### src/rtl/universal_shift_reg.sv
// universal_shift_reg: WIDTH-bit register bank with clock enable, eight
// modes (hold/shl/shr/rol/ror/load/asr/clear) and a saturating shift count.
// Ports: clock, reset (sync, active-high), enable, mode[2:0], data_in,
//   serial_in_l (MSB side, SHR), serial_in_r (LSB side, SHL),
//   data_out, serial_out_l/serial_out_r (data_out MSB/LSB),
//   shift_count (shifts since last load/clear/reset), count_done.
// Optional macro USR_PARITY_EN adds registered parity_out (^data_out).
module universal_shift_reg #(
  parameter int               WIDTH       = 8,
  parameter logic [WIDTH-1:0] RESET_VALUE = '0,
  localparam int              CW          = $clog2(WIDTH+1)
) (
  input  logic             clock,
  input  logic             reset,
  input  logic             enable,
  input  logic [2:0]       mode,
  input  logic [WIDTH-1:0] data_in,
  input  logic             serial_in_l,
  input  logic             serial_in_r,
  output logic [WIDTH-1:0] data_out,
  output logic             serial_out_l,
  output logic             serial_out_r,
  output logic [CW-1:0]    shift_count,
`ifdef USR_PARITY_EN
  output logic             parity_out,
`endif
  output logic             count_done
);

  typedef enum logic [2:0] {
    M_HOLD  = 3'b000,
    M_SHL   = 3'b001,
    M_SHR   = 3'b010,
    M_ROL   = 3'b011,
    M_ROR   = 3'b100,
    M_LOAD  = 3'b101,
    M_ASR   = 3'b110,
    M_CLEAR = 3'b111
  } mode_e;

  localparam logic [CW-1:0] CNT_MAX = CW'(WIDTH);

  logic [WIDTH-1:0] data_q;
  logic [WIDTH-1:0] data_nxt;
  logic [CW-1:0]    cnt_q;
  logic [CW-1:0]    cnt_nxt;
  logic             is_shift;
  logic             cnt_clr;
  logic [CW-1:0]    cnt_inc;
  mode_e            op;

  assign op = mode_e'(mode);

  // Saturates at WIDTH so count_done stays high until load/clear/reset.
  assign cnt_inc = (cnt_q == CNT_MAX) ? cnt_q : cnt_q + CW'(1);

  always_comb begin
    data_nxt = data_q;
    is_shift = 1'b0;
    cnt_clr  = 1'b0;
    unique case (op)
      M_HOLD: begin
        data_nxt = data_q;
      end
      M_SHL: begin
        data_nxt = {data_q[WIDTH-2:0], serial_in_r};
        is_shift = 1'b1;
      end
      M_SHR: begin
        data_nxt = {serial_in_l, data_q[WIDTH-1:1]};
        is_shift = 1'b1;
      end
      M_ROL: begin
        data_nxt = {data_q[WIDTH-2:0], data_q[WIDTH-1]};
        is_shift = 1'b1;
      end
      M_ROR: begin
        data_nxt = {data_q[0], data_q[WIDTH-1:1]};
        is_shift = 1'b1;
      end
      M_LOAD: begin
        data_nxt = data_in;
        cnt_clr  = 1'b1;
      end
      M_ASR: begin
        data_nxt = {data_q[WIDTH-1], data_q[WIDTH-1:1]};
        is_shift = 1'b1;
      end
      M_CLEAR: begin
        data_nxt = RESET_VALUE;
        cnt_clr  = 1'b1;
      end
      default: begin
        data_nxt = data_q;
      end
    endcase
  end

  always_comb begin
    cnt_nxt = cnt_q;
    if (cnt_clr) begin
      cnt_nxt = '0;
    end else if (is_shift) begin
      cnt_nxt = cnt_inc;
    end
  end

  always_ff @(posedge clock) begin
    if (reset) begin
      data_q <= RESET_VALUE;
      cnt_q  <= '0;
    end else if (enable) begin
      data_q <= data_nxt;
      cnt_q  <= cnt_nxt;
    end
  end

`ifdef USR_PARITY_EN
  logic parity_q;

  // Registered from the next value so it tracks data_out on the same edge.
  always_ff @(posedge clock) begin
    if (reset) begin
      parity_q <= ^RESET_VALUE;
    end else if (enable) begin
      parity_q <= ^data_nxt;
    end
  end

  assign parity_out = parity_q;
`endif

  assign data_out     = data_q;
  assign serial_out_l = data_q[WIDTH-1];
  assign serial_out_r = data_q[0];
  assign shift_count  = cnt_q;
  assign count_done   = (cnt_q == CNT_MAX);

endmodule

### config.mk
export PLATFORM = sky130hd
export DESIGN_NAME = universal_shift_reg
export DESIGN_NICKNAME = d
export VERILOG_FILES = /design/src/rtl/universal_shift_reg.sv
export SDC_FILE = /design/constraint.sdc
export NUM_CORES = 1
export LEC_CHECK = 0
export CAP_MARGIN = 10
export CORE_MARGIN = 4
export CORE_UTILIZATION = 42
export CTS_CLUSTER_DIAMETER = 150
export DETAILED_ROUTE_END_ITERATION = 8
export PLACE_DENSITY_LB_ADDON = 0.3
export SETUP_SLACK_MARGIN = 0.15
export SLEW_MARGIN = 20
export SYNTH_ARGS = -nofsm -noshare
export SYNTH_HDL_FRONTEND = slang
export SYNTH_SLANG_ARGS = --single-unit
export TNS_END_PERCENT = 5
### constraint.sdc
create_clock -name clock -period 1.4 [get_ports clock]
set_input_delay 0.21 -clock clock [delete_from_list [all_inputs] [get_ports clock]]
set_output_delay 0.21 -clock clock [all_outputs]
set_load 0.02 [all_outputs]
==> impl_metrics.py, run 1 <==
metrics = {
    "status": {
        "status": "complete, no violations",
    },
    "placed_design": {
        "io_buffers": 30,
        "hpwl_um": 1636,
        "finalWeightedCongestion": 0.8557,
        "dpl_cell_area_um2": 1204,
    },
    "die": {
        "fp.dieH_um": 50.94,
        "num_rows": 15,
        "core_um2": 1745,
        "initial_utilization": 0.4437,
        "boundaryPins": 31,
        "dieArea_um2": 2595,
        "die_w_um": 50.94,
    },
    "clocking": {
        "cts_root_buf": "clkbuf_4",
        "clock_latency_ns": 0.29,
        "ctsHtreeMaxLevel": 1,
        "clk_pin_slew_worst_paths_ns": 0.08,
        "clock-sinks": 12,
        "post_cts_buffers": 0,
        "clockBufferDepth": 2,
        "cts_tree": "built",
        "numCtsBuffers": 3,
    },
    "pwr": {
        "power.leakage_nw": 0.5280,
        "power.net_switching_w": 0.0003064,
        "seq_power_share": 0.395,
        "vdd_drop_max_v": 0.0005534,
        "power.share.combinational": 0.303,
        "internal_power_w": 0.0006674,
        "powerDensity_nw_per_um2": 767.5,
        "p_sw_frac": 0.3146,
        "clkPwrFrac": 0.302,
    },
    "drt": {
        "drc": 0,
        "post_drt_via_cell_ratio": 5.281,
        "vias": 845,
        "first_pass_iters": 4,
        "drtIter0Drc": 25,
        "routed_wl_um": 2382,
        "wl_per_cell_um": 14.89,
        "final_antenna_net_count": 0,
    },
    "layout": {
        "final_cell_mix": "nor2_1 (14), buf_4 (14), clkdlybuf4s50_1 (12)",
        "fin_area_um2": 1269,
        "drive_gt1_frac": 0.3111,
        "layout.nets": 154,
        "syn2layout_area_growth_pct": 63.81,
        "antenna_cells": 0,
    },
    "timing": {
        "rsz0062_at_grt": "true",
        "maxSlewViolCount": 0,
        "tightest_slew_ns": 0.4757,
        "final-hold-violation-count": 0,
        "timing.final.crit_period_ns": 1.325,
        "slew-limit-headroom": 0.6829,
        "setup_viol": 0,
        "finalCritPeriodShare": 0.9463,
        "fmax_ghz": 0.7548,
        "skew_ns": 0.003877,
        "hold-worst-slack_ns": 0.5328,
    },
    "yosys": {
        "yosys.cell_types.count": 31,
        "async_reset_ff_frac": 0,
        "synth_area_per_cell_um2": 8.511,
        "ys_ff_latch": 12,
        "syn_area_um2": 774.5,
        "synthCells": 91,
        "synth_ff_type": "dfxtp_1",
        "synth-edff-count": 0,
        "synth_warnings": 0,
        "seq_area_frac_synth": 0.3102,
        "syn_nets": 109,
    },
    "critical_path": {
        "path_max_fanout": 2,
        "endpoint_kind": "primary output",
        "r2r_cells": 8,
        "startpoint": "shift_count[0]",
        "required_ns": 1.19,
        "rr_endpoint": "shift_count[0]",
        "r2r_start": "shift_count[0]",
        "criticalPathCategory": "flop to primary output",
        "critPathLaunchType": "flop",
        "r2r_slack_ns": 0.14,
        "worstPathArrival_ns": 1.11,
    },
    "grt": {
        "grt_pass1_wl_um": 3877,
        "grt_max_degree": 12,
        "track_usage": 0.2023,
        "gr-total-overflow": 0,
        "antenna_found_initial": 0,
        "grt_pass1_vias": 848,
    },
    "worst_hold_path": {
        "hp-class": "flop to flop",
        "hp-start": "data_out[4]",
        "hold_end": "data_out[4]",
        "whs_path_depth": 2,
    },
    "job": {
        "maxCapViolations": 0,
    },
}
-- Yosys cell counts, types with 2 or more instances --
master / n / share of area
o211ai_1: 2 / 0.019
a211oi_1: 4 / 0.039
mux2i_1: 2 / 0.026
dfxtp_1: 12 / 0.31
ha_1: 2 / 0.032
nor2_1: 14 / 0.068
a21oi_1: 8 / 0.052
a22oi_1: 7 / 0.068
xor2_1: 3 / 0.034
inv_1: 4 / 0.019
nor2_2: 2 / 0.016
nand2_1: 5 / 0.024
buf_4: 5 / 0.048
nor3_1: 2 / 0.013
a311oi_1: 2 / 0.023
o21ai_0: 2 / 0.013
-- per-layer routing --
metal | share of wire | GRT usage | wire length, um
met1 | 0.40 | 0.2346 | 955
met4 | 0.022 | 0.08072 | 53
met2 | 0.50 | 0.3369 | 1181
met5 | 0 | 0 | 0
met3 | 0.080 | 0.06997 | 191
-- state kept, by name (all words and copies together), names as in the netlist --
signal and flops:
shift_count 4, data_out 8
-- worst max path at each step --
stage / cells after the start / end / slack (ns)
floorplan: 7 / shift_count[1] / 0.16
global placement: 6 / shift_count[1] / -0.30
detailed placement: 6 / shift_count[1] / -0.29
CTS: 5 / count_done / -0.01
global route: 5 / count_done / 0.01
finish: 5 / count_done / 0.08
-- cells by family (layout without fill, tap and decap cells) --
| family | after synthesis | count (layout) | synth area share |
|---|---|---|---|
| compound gates | 32 | 32 | 0.3102 |
| simple gates | 28 | 28 | 0.1890 |
| flops | 12 | 12 | 0.3102 |
| buf+inv | 12 | 56 | 0.09854 |
| xor+xnor | 3 | 3 | 0.03393 |
| fa+ha+maj | 2 | 2 | 0.03231 |
| mux | 2 | 2 | 0.02585 |
-- metrics by stage --
step | power, W | worst slack (ns) | std cells | util | setup TNS, ns
3_3_place_gp | 0.0006793 | -0.3036 | 156 | 0.6896 | -3.052
6_report | 0.0009738 | 0.07512 | 160 | 0.7269 | 0
3_5_place_dp | 0.0006851 | -0.2912 | 156 | 0.6896 | -2.938
5_1_grt | 0.001021 | 0.01233 | 160 | 0.7269 | 0
4_1_cts | 0.0009662 | -0.01341 | 160 | 0.7161 | -0.01341
2_1_floorplan | 0.0005427 | 0.1562 | 91 | - | 0
-- critical path, cell delays in order, from the launching register on --
cell and delay (ns):
dfxtp_4 0.36, inv_4 0.04, ha_4 0.14, nand3b_1 0.11, inv_2 0.05, buf_6 0.12
-- power groups by stage --
| stage | Sequential (W) | Combinational, W | Clock (W) |
|---|---|---|---|
| global route | 0.000387 | 0.000320 | 0.000314 |
| CTS | 0.000381 | 0.000289 | 0.000296 |
| floorplan | 0.000414 | 0.000129 | 0 |
| finish | 0.000384 | 0.000295 | 0.000294 |
| global placement | 0.000389 | 0.000290 | 0 |
| detailed placement | 0.000389 | 0.000296 | 0 |
-- cell type report --
type                       count  area, um2
clock buffer                   4      36.28
fill                         127      476.7
inverter                       5      26.28
multi-input combinational     67      486.7
sequential                    12      245.2
tap                           25      31.28
timing repair buffer          47      442.9
-- what timing repair did --
item / CTS / global route
pin swaps: 3 / 1
hold buffers: 0 / 0
resized for setup: 38 / 6
setup endpoints to repair: 27 / 19
(Power assumes the default switching activity.)
==> inputs of run 2 (changes only) <==
- CELL_PAD_IN_SITES_DETAIL_PLACEMENT: default -> 1
- CELL_PAD_IN_SITES_GLOBAL_PLACEMENT: default -> 2
- CORE_UTILIZATION: 42 -> 23
==> run 2 against run 1 <==
Compared with the run above:
- design area is 5.2% higher
- sequential cell count stayed put
- register-to-register slack worse by 0.03 ns
- core utilization is 30 points lower
- sequential share of layout area is 0.96 points lower
- die area is 68% higher
- non-clock buffer count is 8 higher
- clock skew hardly changed
- cell count is 17% higher
- hold slack better by 0.0017 ns
- total power is 0.17% higher
- largest cell class is now buffers
==> impl_metrics.py, run 2 (synthesis results as in run 1) <==
metrics = {
    "clocking": {
        "post_cts_buffers": 0,
        "clockBufferDepth": 2,
        "clk_pin_slew_worst_paths_ns": 0.08,
        "cts_tree": "built",
        "clock-sinks": 12,
        "ctsHtreeMaxLevel": 1,
        "numCtsBuffers": 3,
        "cts_root_buf": "clkbuf_4",
        "clock_latency_ns": 0.28,
    },
    "layout": {
        "layout_commonest_cell": "buf_4",
        "largest_register_ffs": 8,
        "drive_gt1_frac": 0.3427,
        "syn2layout_area_growth_pct": 72.37,
        "nFillCells": 382,
        "layout.nets": 162,
        "antenna_cells": 0,
        "final_cell_mix": "buf_4 (23), nor2_1 (14), clkdlybuf4s50_1 (12)",
        "fin_cells": 187,
        "fin_area_um2": 1335,
    },
    "timing": {
        "setup_viol": 0,
        "skew_ns": 0.004276,
        "slew-limit-headroom": 0.7080,
        "fmax_ghz": 0.7488,
        "rsz0062_at_grt": "true",
        "tightest_slew_ns": 0.4381,
        "totalNegativeSetupSlack_ns": 0,
        "hold-worst-slack_ns": 0.5345,
        "maxSlewViolCount": 0,
        "timing.final.crit_period_ns": 1.336,
        "final-hold-violation-count": 0,
        "finalCritPeriodShare": 0.9540,
    },
    "pwr": {
        "power.leakage_nw": 0.5690,
        "vdd_drop_max_v": 0.0002903,
        "powerDensity_nw_per_um2": 730.6,
        "power_w": 0.0009754,
    },
    "worst_hold_path": {
        "hp-start": "data_out[1]",
        "hold_end": "data_out[2]",
        "hp-class": "flop to flop",
        "whs_path_depth": 2,
    },
    "critical_path": {
        "rr_endpoint": "shift_count[0]",
        "required_ns": 1.19,
        "path_max_fanout": 2,
        "r2r_slack_ns": 0.11,
        "r2r_cells": 8,
        "endpoint_kind": "primary output",
        "worstPathArrival_ns": 1.13,
        "criticalPathCategory": "flop to primary output",
        "r2r_start": "shift_count[0]",
        "critPathLaunchType": "flop",
    },
    "grt": {
        "grt_pass1_vias": 924,
        "track_usage": 0.1250,
        "grt_max_degree": 12,
        "antenna_found_initial": 0,
        "grt_pass1_wl_um": 4222,
        "gr-total-overflow": 0,
    },
    "drt": {
        "drtIter0Drc": 19,
        "top_layer_used": "met4",
        "met3_length_um": 101,
        "routed-wl-met2_um": 1202,
        "first_pass_iters": 4,
        "vias": 864,
        "post_drt_via_cell_ratio": 4.620,
        "drt-met1-wl_um": 1143,
        "routed_wl_um": 2464,
        "wl_per_cell_um": 13.18,
        "drc": 0,
        "final_antenna_net_count": 0,
    },
    "die": {
        "dieArea_um2": 4360,
        "core_um2": 3128,
        "die_w_um": 66.03,
        "initial_utilization": 0.2476,
        "boundaryPins": 31,
        "fp.dieH_um": 66.03,
        "num_rows": 20,
    },
    "placed_design": {
        "io_buffers": 30,
        "placed_cells": 183,
        "hpwl_um": 1978,
        "dpl_cell_area_um2": 1287,
        "finalWeightedCongestion": 0.7298,
    },
    "status": {
        "status": "complete, no violations",
    },
    "job": {
        "maxCapViolations": 0,
    },
}
[run 2: changes by cell type in the layout (fill, tap and decap cells not counted)]
cell | before | now
buf_2 | 0 | 1
buf_4 | 14 | 23
buf_6 | 3 | 2
clkdlybuf4s15_2 | 5 | 3
dlygate4sd2_1 | 10 | 11
nor2_2 | 1 | 2
nor2_4 | 1 | 0
[run 2: final cells by class]
type | count | area [um2] | area share
Inverter | 5 | 26.28 | 0.01968
Clock buffer | 4 | 36.28 | 0.02718
Sequential cell | 12 | 245.2 | 0.1837
Timing Repair Buffer | 55 | 490.5 | 0.3674
Tap cell | 44 | 55.05 | 0.04124
Multi-Input combinational cell | 67 | 481.7 | 0.3608
[run 2: worst max-delay path by stage]
stage / startpoint / endpoint / slack, ns / depth (start not counted)
after global routing: shift_count[0] / count_done / 0.01 / 5
after CTS: shift_count[0] / count_done / -0.001 / 5
after global placement: mode[2] / shift_count[1] / -0.41 / 6
after detailed placement: mode[2] / shift_count[1] / -0.39 / 6
after floorplan: shift_count[0] / shift_count[1] / 0.16 / 7
final: shift_count[0] / count_done / 0.06 / 5
[run 2: per-stage QoR]
stage / worst slack [ns] / utilization
3_5_place_dp: -0.3897 / 0.4116
3_3_place_gp: -0.4076 / 0.4116
2_1_floorplan: 0.1562 / -
6_report: 0.06447 / 0.4268
5_1_grt: 0.01048 / 0.4268
4_1_cts: -0.001277 / 0.4220
[run 2: report_power, final]
part / switching (W) / internal, W
sequential: 0.0000195 / 0.000362
clock: 0.000128 / 0.000158
combinational: 0.000149 / 0.000158
total: 0.000297 / 0.000678
[run 2: worst max-delay path, cell delays in order, from the launching register on]
cell and delay (ns):
dfxtp_4 0.37, inv_4 0.04, ha_4 0.14, nand3b_1 0.12
inv_2 0.06, buf_6 0.13
[run 2: timing repair]
item	4_1_cts	5_1_grt
pin swaps	6	1
hold buffers	0	0
gates resized for setup	36	5
setup endpoints to repair	27	21
[run 2: routing by layer]
layer | GRT usage | vias up
met4 | 0.03046 | 0
met3 | 0.03061 | 4
met5 | 0 | -
met2 | 0.2078 | 18
met1 | 0.1616 | 414
li1 | - | 428
